`src/rtl/vote_tally_arbiter_if.sv`:
```
// vote_tally_arbiter_if: booth request/grant and election status bundle
//   master : drives start, finish, req, vote; receives ack, phase, tallies, result display
//   slave  : the tally arbiter side of the same signals
interface vote_tally_arbiter_if #(
   parameter int NUM_BOOTHS = 2,
   parameter int CNT_W      = 8
);
   logic                    start;
   logic                    finish;
   logic [NUM_BOOTHS-1:0]   req;
   logic [2*NUM_BOOTHS-1:0] vote;
   logic [NUM_BOOTHS-1:0]   ack;
   logic [1:0]              phase;
   logic [CNT_W-1:0]        count_c1;
   logic [CNT_W-1:0]        count_c2;
   logic [CNT_W-1:0]        count_nulo;
   logic [1:0]              result_sel;
   logic [CNT_W-1:0]        result_value;
   logic                    result_valid;
   modport master (
      output start, finish, req, vote,
      input  ack, phase, count_c1, count_c2, count_nulo, result_sel, result_value, result_valid
   );
   modport slave (
      input  start, finish, req, vote,
      output ack, phase, count_c1, count_c2, count_nulo, result_sel, result_value, result_valid
   );
endinterface

```
`src/rtl/vote_tally_arbiter.sv`:
```
// vote_tally_arbiter: round-robin shared vote tally for NUM_BOOTHS booths with election phase control
//   clock, reset : rising-edge clock, synchronous active-high reset
//   bus (slave)  : start/finish strobes and per-booth req/vote in; ack, phase, C1/C2/Nulo tallies,
//                  result selector/value/valid out
module vote_tally_arbiter #(
   parameter int NUM_BOOTHS = 2,
   parameter int CNT_W      = 8
) (
   input logic                 clock,
   input logic                 reset,
   vote_tally_arbiter_if.slave bus
);
   localparam int PTR_W = (NUM_BOOTHS > 1) ? $clog2(NUM_BOOTHS) : 1;
   typedef enum logic [1:0] {IDLE = 2'd0, OPEN = 2'd1, CLOSED = 2'd2} phase_t;
   phase_t                phase_q;
   logic                  start_q, finish_q, valid_q;
   logic [NUM_BOOTHS-1:0] ack_q, elig;
   logic [PTR_W-1:0]      ptr_q, idx, win;
   logic [CNT_W-1:0]      c1_q, c2_q, nulo_q;
   logic [1:0]            sel_q, code;
   logic                  start_e, finish_e, gnt;
   function automatic logic [CNT_W-1:0] sat_inc(input logic [CNT_W-1:0] v);
      return (&v) ? v : v + 1'b1;
   endfunction
   assign start_e  = bus.start & ~start_q;
   assign finish_e = bus.finish & ~finish_q;
   assign code     = 2'(bus.vote >> {win, 1'b0});
   // a booth acked this cycle is masked so it cannot win twice in a row
   always_comb begin
      elig = bus.req & ~ack_q;
      gnt  = 1'b0;
      win  = ptr_q;
      idx  = ptr_q;
      // scan downward so the eligible booth nearest the pointer is written last
      for (int k = NUM_BOOTHS - 1; k >= 0; k--) begin
         idx = PTR_W'((int'(ptr_q) + k) % NUM_BOOTHS);
         if (elig[idx]) begin
            gnt = 1'b1;
            win = idx;
         end
      end
   end
   always_ff @(posedge clock) begin
      if (reset) begin
         phase_q  <= IDLE;
         start_q  <= 1'b0;
         finish_q <= 1'b0;
         ack_q    <= '0;
         ptr_q    <= '0;
         c1_q     <= '0;
         c2_q     <= '0;
         nulo_q   <= '0;
         sel_q    <= 2'd0;
         valid_q  <= 1'b0;
      end else begin
         start_q  <= bus.start;
         finish_q <= bus.finish;
         ack_q    <= '0;
         case (phase_q)
            IDLE: if (start_e) begin
               phase_q <= OPEN;
               c1_q    <= '0;
               c2_q    <= '0;
               nulo_q  <= '0;
            end
            OPEN: if (finish_e) begin
               phase_q <= CLOSED;
               sel_q   <= 2'd0;
               valid_q <= 1'b1;
            end else if (gnt) begin
               ack_q <= NUM_BOOTHS'(1) << win;
               ptr_q <= (int'(win) == NUM_BOOTHS - 1) ? '0 : win + 1'b1;
               if (code == 2'd0) c1_q <= sat_inc(c1_q);
               else if (code == 2'd1) c2_q <= sat_inc(c2_q);
               else nulo_q <= sat_inc(nulo_q);
            end
            CLOSED: if (start_e) begin
               phase_q <= OPEN;
               c1_q    <= '0;
               c2_q    <= '0;
               nulo_q  <= '0;
               sel_q   <= 2'd0;
               valid_q <= 1'b0;
            end else if (finish_e) begin
               sel_q <= (sel_q == 2'd2) ? 2'd0 : sel_q + 2'd1;
            end
            default: phase_q <= IDLE;
         endcase
      end
   end
   assign bus.ack          = ack_q;
   assign bus.phase        = phase_q;
   assign bus.count_c1     = c1_q;
   assign bus.count_c2     = c2_q;
   assign bus.count_nulo   = nulo_q;
   assign bus.result_sel   = sel_q;
   assign bus.result_valid = valid_q;
   assign bus.result_value = (phase_q != CLOSED) ? '0 : (sel_q == 2'd0) ? c1_q : (sel_q == 2'd1) ? c2_q : nulo_q;
endmodule

```
`src/flat_wrapper.sv`:
```
// flat-port wrapper written by rule: the top's interface ports become plain ports
module vote_tally_arbiter_flat 
#(
   parameter int NUM_BOOTHS = 2,
   parameter int CNT_W      = 8
)
  (clock, reset, bus_start, bus_finish, bus_req, bus_vote, bus_ack, bus_phase, bus_count_c1, bus_count_c2, bus_count_nulo, bus_result_sel, bus_result_value, bus_result_valid);
  vote_tally_arbiter_if #(.NUM_BOOTHS(NUM_BOOTHS), .CNT_W(CNT_W)) bus_i ();
  input logic clock;
  input logic reset;
  input wire logic [$bits(bus_i.start)-1:0] bus_start;
  input wire logic [$bits(bus_i.finish)-1:0] bus_finish;
  input wire logic [$bits(bus_i.req)-1:0] bus_req;
  input wire logic [$bits(bus_i.vote)-1:0] bus_vote;
  output wire logic [$bits(bus_i.ack)-1:0] bus_ack;
  output wire logic [$bits(bus_i.phase)-1:0] bus_phase;
  output wire logic [$bits(bus_i.count_c1)-1:0] bus_count_c1;
  output wire logic [$bits(bus_i.count_c2)-1:0] bus_count_c2;
  output wire logic [$bits(bus_i.count_nulo)-1:0] bus_count_nulo;
  output wire logic [$bits(bus_i.result_sel)-1:0] bus_result_sel;
  output wire logic [$bits(bus_i.result_value)-1:0] bus_result_value;
  output wire logic [$bits(bus_i.result_valid)-1:0] bus_result_valid;
  assign bus_i.start = bus_start;
  assign bus_i.finish = bus_finish;
  assign bus_i.req = bus_req;
  assign bus_i.vote = bus_vote;
  assign bus_ack = bus_i.ack;
  assign bus_phase = bus_i.phase;
  assign bus_count_c1 = bus_i.count_c1;
  assign bus_count_c2 = bus_i.count_c2;
  assign bus_count_nulo = bus_i.count_nulo;
  assign bus_result_sel = bus_i.result_sel;
  assign bus_result_value = bus_i.result_value;
  assign bus_result_valid = bus_i.result_valid;
  vote_tally_arbiter #(.NUM_BOOTHS(NUM_BOOTHS), .CNT_W(CNT_W)) u_core (.clock(clock), .reset(reset), .bus(bus_i));
endmodule
```
`config.mk`:
```
export PLATFORM = sky130hd
export DESIGN_NAME = vote_tally_arbiter_flat
export DESIGN_NICKNAME = d
export VERILOG_FILES = /design/src/rtl/vote_tally_arbiter_if.sv /design/src/rtl/vote_tally_arbiter.sv /design/src/flat_wrapper.sv
export SDC_FILE = /design/constraint.sdc
export NUM_CORES = 1
export LEC_CHECK = 0
export CAP_MARGIN = 20
export CORE_MARGIN = 2
export CORE_UTILIZATION = 50
export CTS_BUF_LIST = sky130_fd_sc_hd__clkbuf_4
export CTS_CLUSTER_DIAMETER = 100
export DETAILED_ROUTE_END_ITERATION = 7
export PLACE_DENSITY = 0.85
export SYNTH_ARGS = -nofsm -noshare
export SYNTH_HDL_FRONTEND = slang
export SYNTH_SLANG_ARGS = --single-unit
```
`constraint.sdc`:
```
create_clock -name clock -period 5.7 [get_ports clock]
set_clock_uncertainty 0.2 [all_clocks]
set_input_delay 1.14 -clock clock [delete_from_list [all_inputs] [get_ports clock]]
set_output_delay 1.14 -clock clock [all_outputs]
set_load 0.005 [all_outputs]
```
==> flow_metrics.env, run 1 <==
export IMPL_rsz0062_at_grt="false"
export IMPL_rows=23
export IMPL_drc=0
export IMPL_n_antenna_cell=0
export IMPL_cts_hold_buf=0
export IMPL_yosys_warnings=0
export IMPL_grt_max_degree=36
export IMPL_timing_setup_tns_ns=0
export IMPL_gp_congestion=0.893
export IMPL_ys_types=42
export IMPL_synthAdderAreaFrac_pct=4.84
export IMPL_cts_root_buffer="clkbuf_4"
export IMPL_arrival_ns=2.09
export IMPL_p_sw_share_pct=39.6
export IMPL_numClockSinks=34
export IMPL_slew_viol_final=0
export IMPL_min_path_cells=2
export IMPL_global_route_overflow_total=0
export IMPL_sequentialPowerShare_pct=39.8
export IMPL_grt_pass1_wl_um=8810
export IMPL_synth_compound_area_share_pct=21.2
export IMPL_slew_headroom_pct=57.7
export IMPL_hpwlAfterDp_um=3930
export IMPL_synth_area_sq_um=2100
export IMPL_synth_fp_nets=287
export IMPL_syn_inst=270
export IMPL_start_util_pct=52.0
export IMPL_muxShareOfSynthArea_pct=6.33
export IMPL_powerDensity_nw_per_um2=266
export IMPL_postCtsSetupBuffers=0
export IMPL_synth_edff_count=0
export IMPL_critPathCaptureType="primary output"
export IMPL_ir_drop_v=0.000142
export IMPL_max_cap_violations=0
export IMPL_clockBufferDepth=2
export IMPL_final_layout_size_suffix_gt1_share_pct=6.94
export IMPL_synth_xor_area_share_pct=0
export IMPL_yosys_area_share_simple_pct=32.5
export IMPL_num_fill_cells=372
export IMPL_synth_yosys_seq_area_share_pct=32.5
export IMPL_antenna_found_initial=0
export IMPL_critPathMaxFanout=11
export IMPL_dieWidth_um=68.7
export IMPL_grt_pass1_vias=1899
export IMPL_h_tree_depth=2
export IMPL_firstDrtPassIters=4
export IMPL_port_buffers=48
export IMPL_switchingPower_w=0.000280
export IMPL_clk_latency_ns=0.35
export IMPL_cts_buffers=5
export IMPL_die_area_sq_um=4730
export IMPL_worstHoldPathType="flip-flop to flip-flop"
export IMPL_setup_viol=0
export IMPL_post_cts_resized=0
export IMPL_fin_crit_sh_pct=60.2
export IMPL_post_synth_cell_area_avg_sq_um=7.76
export IMPL_core_sq_um=4030
export IMPL_async_flop_share_pct=0
export IMPL_critPathRequiredTime_ns=4.36
export IMPL_p_leak_nw=0.942
export IMPL_clkTransAtPathRegs_ns=0.11
export IMPL_die_y_um=68.7
export IMPL_finalWirelength_um=5450
export IMPL_drt_iter0_markers=239
export IMPL_area_delta_synth_final_pct=26.9
export IMPL_max_freq_ghz=0.292
export IMPL_fin_nets=333
export IMPL_ys_ff_latch=34
export IMPL_wl_per_cell_um=14.9
export IMPL_clkPwrFrac_pct=19.4
export IMPL_vias=2147
export IMPL_track_usage_pct=25.2
export IMPL_finalCriticalPeriod_ns=3.43
export IMPL_whs_ns=0.299
export IMPL_status="finished clean"
export IMPL_r2r_cells=9
export IMPL_combPwrFrac_pct=40.8
export IMPL_start_kind="flip-flop"
export IMPL_hold_viol=0
export IMPL_synthFlopType="dfxtp_1"
export IMPL_cts_tree="yes"
export IMPL_tightest_slew_ns=0.635
export IMPL_ant_nets=0
export IMPL_internal_power_w=0.000427
export IMPL_synth_top_family_by_area="simple AND/OR/NAND/NOR gates"
export IMPL_viasPerCell=5.85
export IMPL_io_pin_count=49
export IMPL_path_class="flip-flop to primary output"
==> metal layers <==
| metal | GRT usage (%) | wire, um | up-vias | part of all wire [%] |
|---|---|---|---|---|
| met5 | 0 | 0 | - | 0 |
| met4 | 11.0 | 102 | 0 | 1.9 |
| met2 | 42.5 | 2680 | 74 | 49 |
| met3 | 4.06 | 362 | 9 | 6.6 |
| li1 | - | - | 1051 | - |
| met1 | 31.7 | 2310 | 1013 | 42 |
==> state kept, by name (all words and copies together), names as in the netlist <==
register / cells
u_core.bus.count_c1: 8
u_core.bus.phase: 2
u_core.bus.result_sel: 2
u_core.start_q: 1
u_core.bus.count_c2: 8
u_core.ptr_q: 1
u_core.bus.count_nulo: 8
u_core.bus.result_valid: 1
u_core.finish_q: 1
u_core.bus.ack: 2
==> cell type report <==
class | instances | area, sq um | area share (%)
Clock buffer | 6 | 45.0 | 1.69
Clock inverter | 2 | 8.76 | 0.329
Inverter | 2 | 7.51 | 0.282
Multi-Input combinational cell | 223 | 1360 | 51.1
Sequential cell | 34 | 681 | 25.6
Tap cell | 50 | 62.6 | 2.35
Timing Repair Buffer | 50 | 495 | 18.6
==> cells in the final DEF, fill, tap and decap left out, drive strengths merged, types with 2 or more instances in the layout <==
master	netlist	final
ha	7	7
a31oi	3	3
or2	2	2
dfxtp	34	34
o22a	2	2
clkdlybuf4s50	0	48
o32ai	2	2
nand2b	9	9
nand3	21	21
mux2i	12	12
or3	2	2
nor3	4	4
o31ai	4	4
nand2	24	24
o21ai	44	44
and2	10	10
clkinv	0	2
nand3b	3	3
buf	1	2
a21oi	11	11
and3	8	8
nor2b	18	18
inv	2	2
nor2	28	28
clkbuf	10	6
==> worst max-delay path: stages (launching register included) <==
cell             delay (ns)
dfxtp_1                0.71
mux2i_1                0.33
o21ai_0                0.10
and2_1                 0.17
clkdlybuf4s50_1        0.43
==> final timing paths <==
| check | slack [ns] | start | endpoint |
|---|---|---|---|
| worst max register to register | 2.62 | u_core.bus.phase[0] | u_core.bus.count_c1[1] |
| worst min register to register | 0.30 | u_core.bus.result_valid | u_core.bus.result_valid |
| worst max-delay path | 2.27 | u_core.bus.result_sel[0] | bus_result_value[0] |
| worst min-delay path | 0.30 | u_core.bus.result_valid | u_core.bus.result_valid |
==> kinds of logic after synthesis <==
| group | after synthesis |
|---|---|
| buffers and inverters | 13 |
| AOI/OAI and AO/OA | 72 |
| and+or+nand+nor | 131 |
| DFF | 34 |
| adders and majority gates | 8 |
| muxes | 12 |
==> power groups by stage <==
stage | sequential [W] | clock (W) | combinational [W]
floorplan | 0.000282 | 0 | 0.000197
global placement | 0.000284 | 0 | 0.000276
detailed placement | 0.000287 | 0 | 0.000285
CTS | 0.000281 | 0.000140 | 0.000287
global route | 0.000286 | 0.000147 | 0.000317
finish | 0.000281 | 0.000137 | 0.000288
==> synthesized netlist by cell type (2+ instances only) <==
cell | number | area (sq um)
o21ai_0 | 42 | 210
dfxtp_1 | 34 | 681
nor2_1 | 28 | 105
nand2_1 | 23 | 86.3
nand3_1 | 21 | 105
nor2b_1 | 18 | 113
mux2i_1 | 11 | 110
a21oi_1 | 10 | 50.1
clkbuf_1 | 10 | 37.5
and2_1 | 9 | 56.3
and3_1 | 8 | 50.1
ha_1 | 7 | 87.6
nand2b_1 | 7 | 43.8
nor3_1 | 4 | 20.0
a31oi_1 | 3 | 18.8
nand3b_1 | 3 | 22.5
o31ai_1 | 3 | 22.5
inv_1 | 2 | 7.51
o21ai_2 | 2 | 17.5
or2_1 | 2 | 12.5
or3_1 | 2 | 12.5
==> metrics by stage <==
step           cell area (sq um)  instances  worst slack, ns  total power (W)  utilization [%]
3_5_place_dp                2610        359             2.13         0.000572             64.7
6_report                    2660        367             2.27         0.000706             66.0
2_1_floorplan               2100        270             2.73         0.000478                -
5_1_grt                     2660        367             2.14         0.000750             66.0
3_3_place_gp                2610        359             2.17         0.000561             64.7
4_1_cts                     2660        367             2.26         0.000708             66.0
Note: power is estimated with default switching activity, not from simulation.
==> run 2: changes to the inputs <==
Clock period 5.7 ns to 3.2 ns, I/O delays scaled along.
==> run 2 against run 1 <==
Against the previous run:
- sequential share of layout area decreased by 0.14 points
- critical path depth unchanged
- via count increased by 0.65%
- sequential power increased by 78%
- clock power increased by 72%
- cell count increased by 0.54%
- setup slack got worse by 2.1 ns
- cell area increased by 0.56%
- combinational power increased by 85%
- highest routed layer unchanged
==> flow_metrics.env, run 2 (synthesis gave the netlist of run 1 again) <==
export IMPL_status="finished clean"
export IMPL_cts_hold_buf=0
export IMPL_sequentialPowerShare_pct=39.4
export IMPL_vias=2161
export IMPL_start_util_pct=52.0
export IMPL_p_leak_nw=0.947
export IMPL_combPwrFrac_pct=42.0
export IMPL_cp_top_family="flip-flops"
export IMPL_final_common_cell="clkdlybuf4s50_1"
export IMPL_critical_path_slowest_cell="dfxtp_1"
export IMPL_powerDensity_nw_per_um2=474
export IMPL_crit_chain="mux2i_1 > o21ai_0 > and2_1 > clkdlybuf4s50_1"
export IMPL_power_w=0.00127
export IMPL_fin_ws_ns=0.172
export IMPL_critPathBufInv=1
export IMPL_register_area_sq_um=681
export IMPL_max_cap_violations=0
export IMPL_fin_nets=335
export IMPL_layout_common_cells="48 x clkdlybuf4s50_1, 42 x o21ai_0, 34 x dfxtp_1"
export IMPL_fin_crit_sh_pct=94.6
export IMPL_switchingPower_w=0.000509
export IMPL_ant_nets=0
export IMPL_internal_power_w=0.000758
export IMPL_final_layout_size_suffix_gt1_share_pct=7.52
export IMPL_track_usage_pct=25.2
export IMPL_num_fill_cells=349
export IMPL_die_y_um=68.7
export IMPL_gp_congestion=0.899
export IMPL_drt_iter0_markers=232
export IMPL_area_delta_synth_final_pct=27.6
export IMPL_rsz0062_at_grt="false"
export IMPL_finalCriticalPeriod_ns=3.03
export IMPL_crit_end="bus_result_value[1]"
export IMPL_setup_viol=0
export IMPL_start_kind="flip-flop"
export IMPL_hpwlAfterDp_um=3930
export IMPL_clkTransAtPathRegs_ns=0.11
export IMPL_setup_worst_path_start="u_core.bus.result_sel[0]"
export IMPL_n_antenna_cell=0
export IMPL_die_area_sq_um=4730
export IMPL_core_sq_um=4030
export IMPL_cts_root_buffer="clkbuf_4"
export IMPL_slew_viol_final=0
export IMPL_max_freq_ghz=0.330
export IMPL_critPathRequiredTime_ns=2.36
export IMPL_arrival_ns=2.19
export IMPL_worstHoldPathType="flip-flop to flip-flop"
export IMPL_antenna_found_initial=0
export IMPL_clkPwrFrac_pct=18.6
export IMPL_r2r_setup_slack_ns=0.48
export IMPL_global_route_overflow_total=0
export IMPL_wl_per_cell_um=14.9
export IMPL_p_sw_share_pct=40.1
export IMPL_timing_rr_end="u_core.bus.count_c1[1]"
export IMPL_rows=23
export IMPL_dieWidth_um=68.7
export IMPL_drc=0
export IMPL_critPathCaptureType="primary output"
export IMPL_pre_cts_ws_ns=0.120
export IMPL_post_cts_resized=0
export IMPL_viasPerCell=5.86
export IMPL_path_class="flip-flop to primary output"
export IMPL_cp_num_cells=4
export IMPL_multi_input_area_sq_um=1360
export IMPL_clk_latency_ns=0.34
export IMPL_tightest_slew_ns=0.653
export IMPL_r2r_start="u_core.bus.phase[0]"
export IMPL_r2r_cells=9
export IMPL_hold_viol=0
export IMPL_critPathMaxFanout=11
export IMPL_numClockSinks=34
export IMPL_cts_buffers=5
export IMPL_clockBufferDepth=2
export IMPL_cts_tree="yes"
export IMPL_io_pin_count=49
export IMPL_utilization_pct=66.4
export IMPL_h_tree_depth=2
export IMPL_cpPeakStageDelay_ns=0.76
export IMPL_postCtsSetupBuffers=0
export IMPL_grt_pass1_wl_um=8700
export IMPL_finalWirelength_um=5520
export IMPL_firstDrtPassIters=5
export IMPL_ir_drop_v=0.000324
export IMPL_grt_max_degree=35
export IMPL_grt_pass1_vias=1874
export IMPL_port_buffers=48
export IMPL_slew_headroom_pct=56.4
export IMPL_timing_setup_tns_ns=0
-- run 2: changes by cell type in the layout (fill, tap and decap cells not counted) --
cell        delta
clkbuf_4       -1
clkinvlp_4     +1
buf_4          +2
-- run 2: worst min path at each step --
stage	from	end	slack, ns	cells past startpoint
floorplan	u_core.bus.result_valid	u_core.bus.result_valid	0.28	2
CTS	u_core.bus.count_nulo[1]	u_core.bus.count_nulo[1]	0.32	2
finish	u_core.bus.count_c1[1]	u_core.bus.count_c1[1]	0.32	2
global route	u_core.bus.count_nulo[1]	u_core.bus.count_nulo[1]	0.35	2
global placement	u_core.bus.result_valid	u_core.bus.result_valid	0.27	2
detailed placement	u_core.bus.result_valid	u_core.bus.result_valid	0.30	2
-- run 2: worst reg2reg max path, stage by stage (launching register included) --
cell      delay (ns)
dfxtp_1         0.42
inv_1           0.08
ha_1            0.36
or2_1           0.30
and2_4          0.16
a211o_1         0.31
nand2b_4        0.16
o22a_2          0.28
or2_1           0.26
a21oi_2         0.12
-- run 2: power by group through the flow --
stage | combinational (W) | clock (W) | sequential (W)
6_report | 0.000532 | 0.000236 | 0.000500
5_1_grt | 0.000580 | 0.000262 | 0.000507
4_1_cts | 0.000523 | 0.000242 | 0.000499
3_5_place_dp | 0.000517 | 0 | 0.000508
2_1_floorplan | 0.000350 | 0 | 0.000502
3_3_place_gp | 0.000500 | 0 | 0.000507
-- run 2: area by class of cell --
class	instances	share of cell area (%)
clock buffer	5	1.40
clock inverter	3	0.608
inverter	2	0.281
multi-input combinational	223	50.8
sequential	34	25.5
tap	50	2.34
timing repair buffer	52	19.1
-- run 2: metal layers --
layer	wire length, um	global-route usage (%)	vias up	part of all wire (%)
met2	2630	41.1	106	48
li1	-	-	1051	-
met3	483	5.52	8	8.8
met5	0	0	-	0
met1	2310	31.9	996	42
met4	92	11.3	0	1.7
-- run 2: through the flow --
step           hold slack [ns]  cells  instance area, sq um
3_5_place_dp             0.302    361                  2620
6_report                 0.325    369                  2670
2_1_floorplan            0.279    270                  2100
3_3_place_gp             0.272    361                  2620
4_1_cts                  0.324    369                  2670
5_1_grt                  0.351    369                  2670
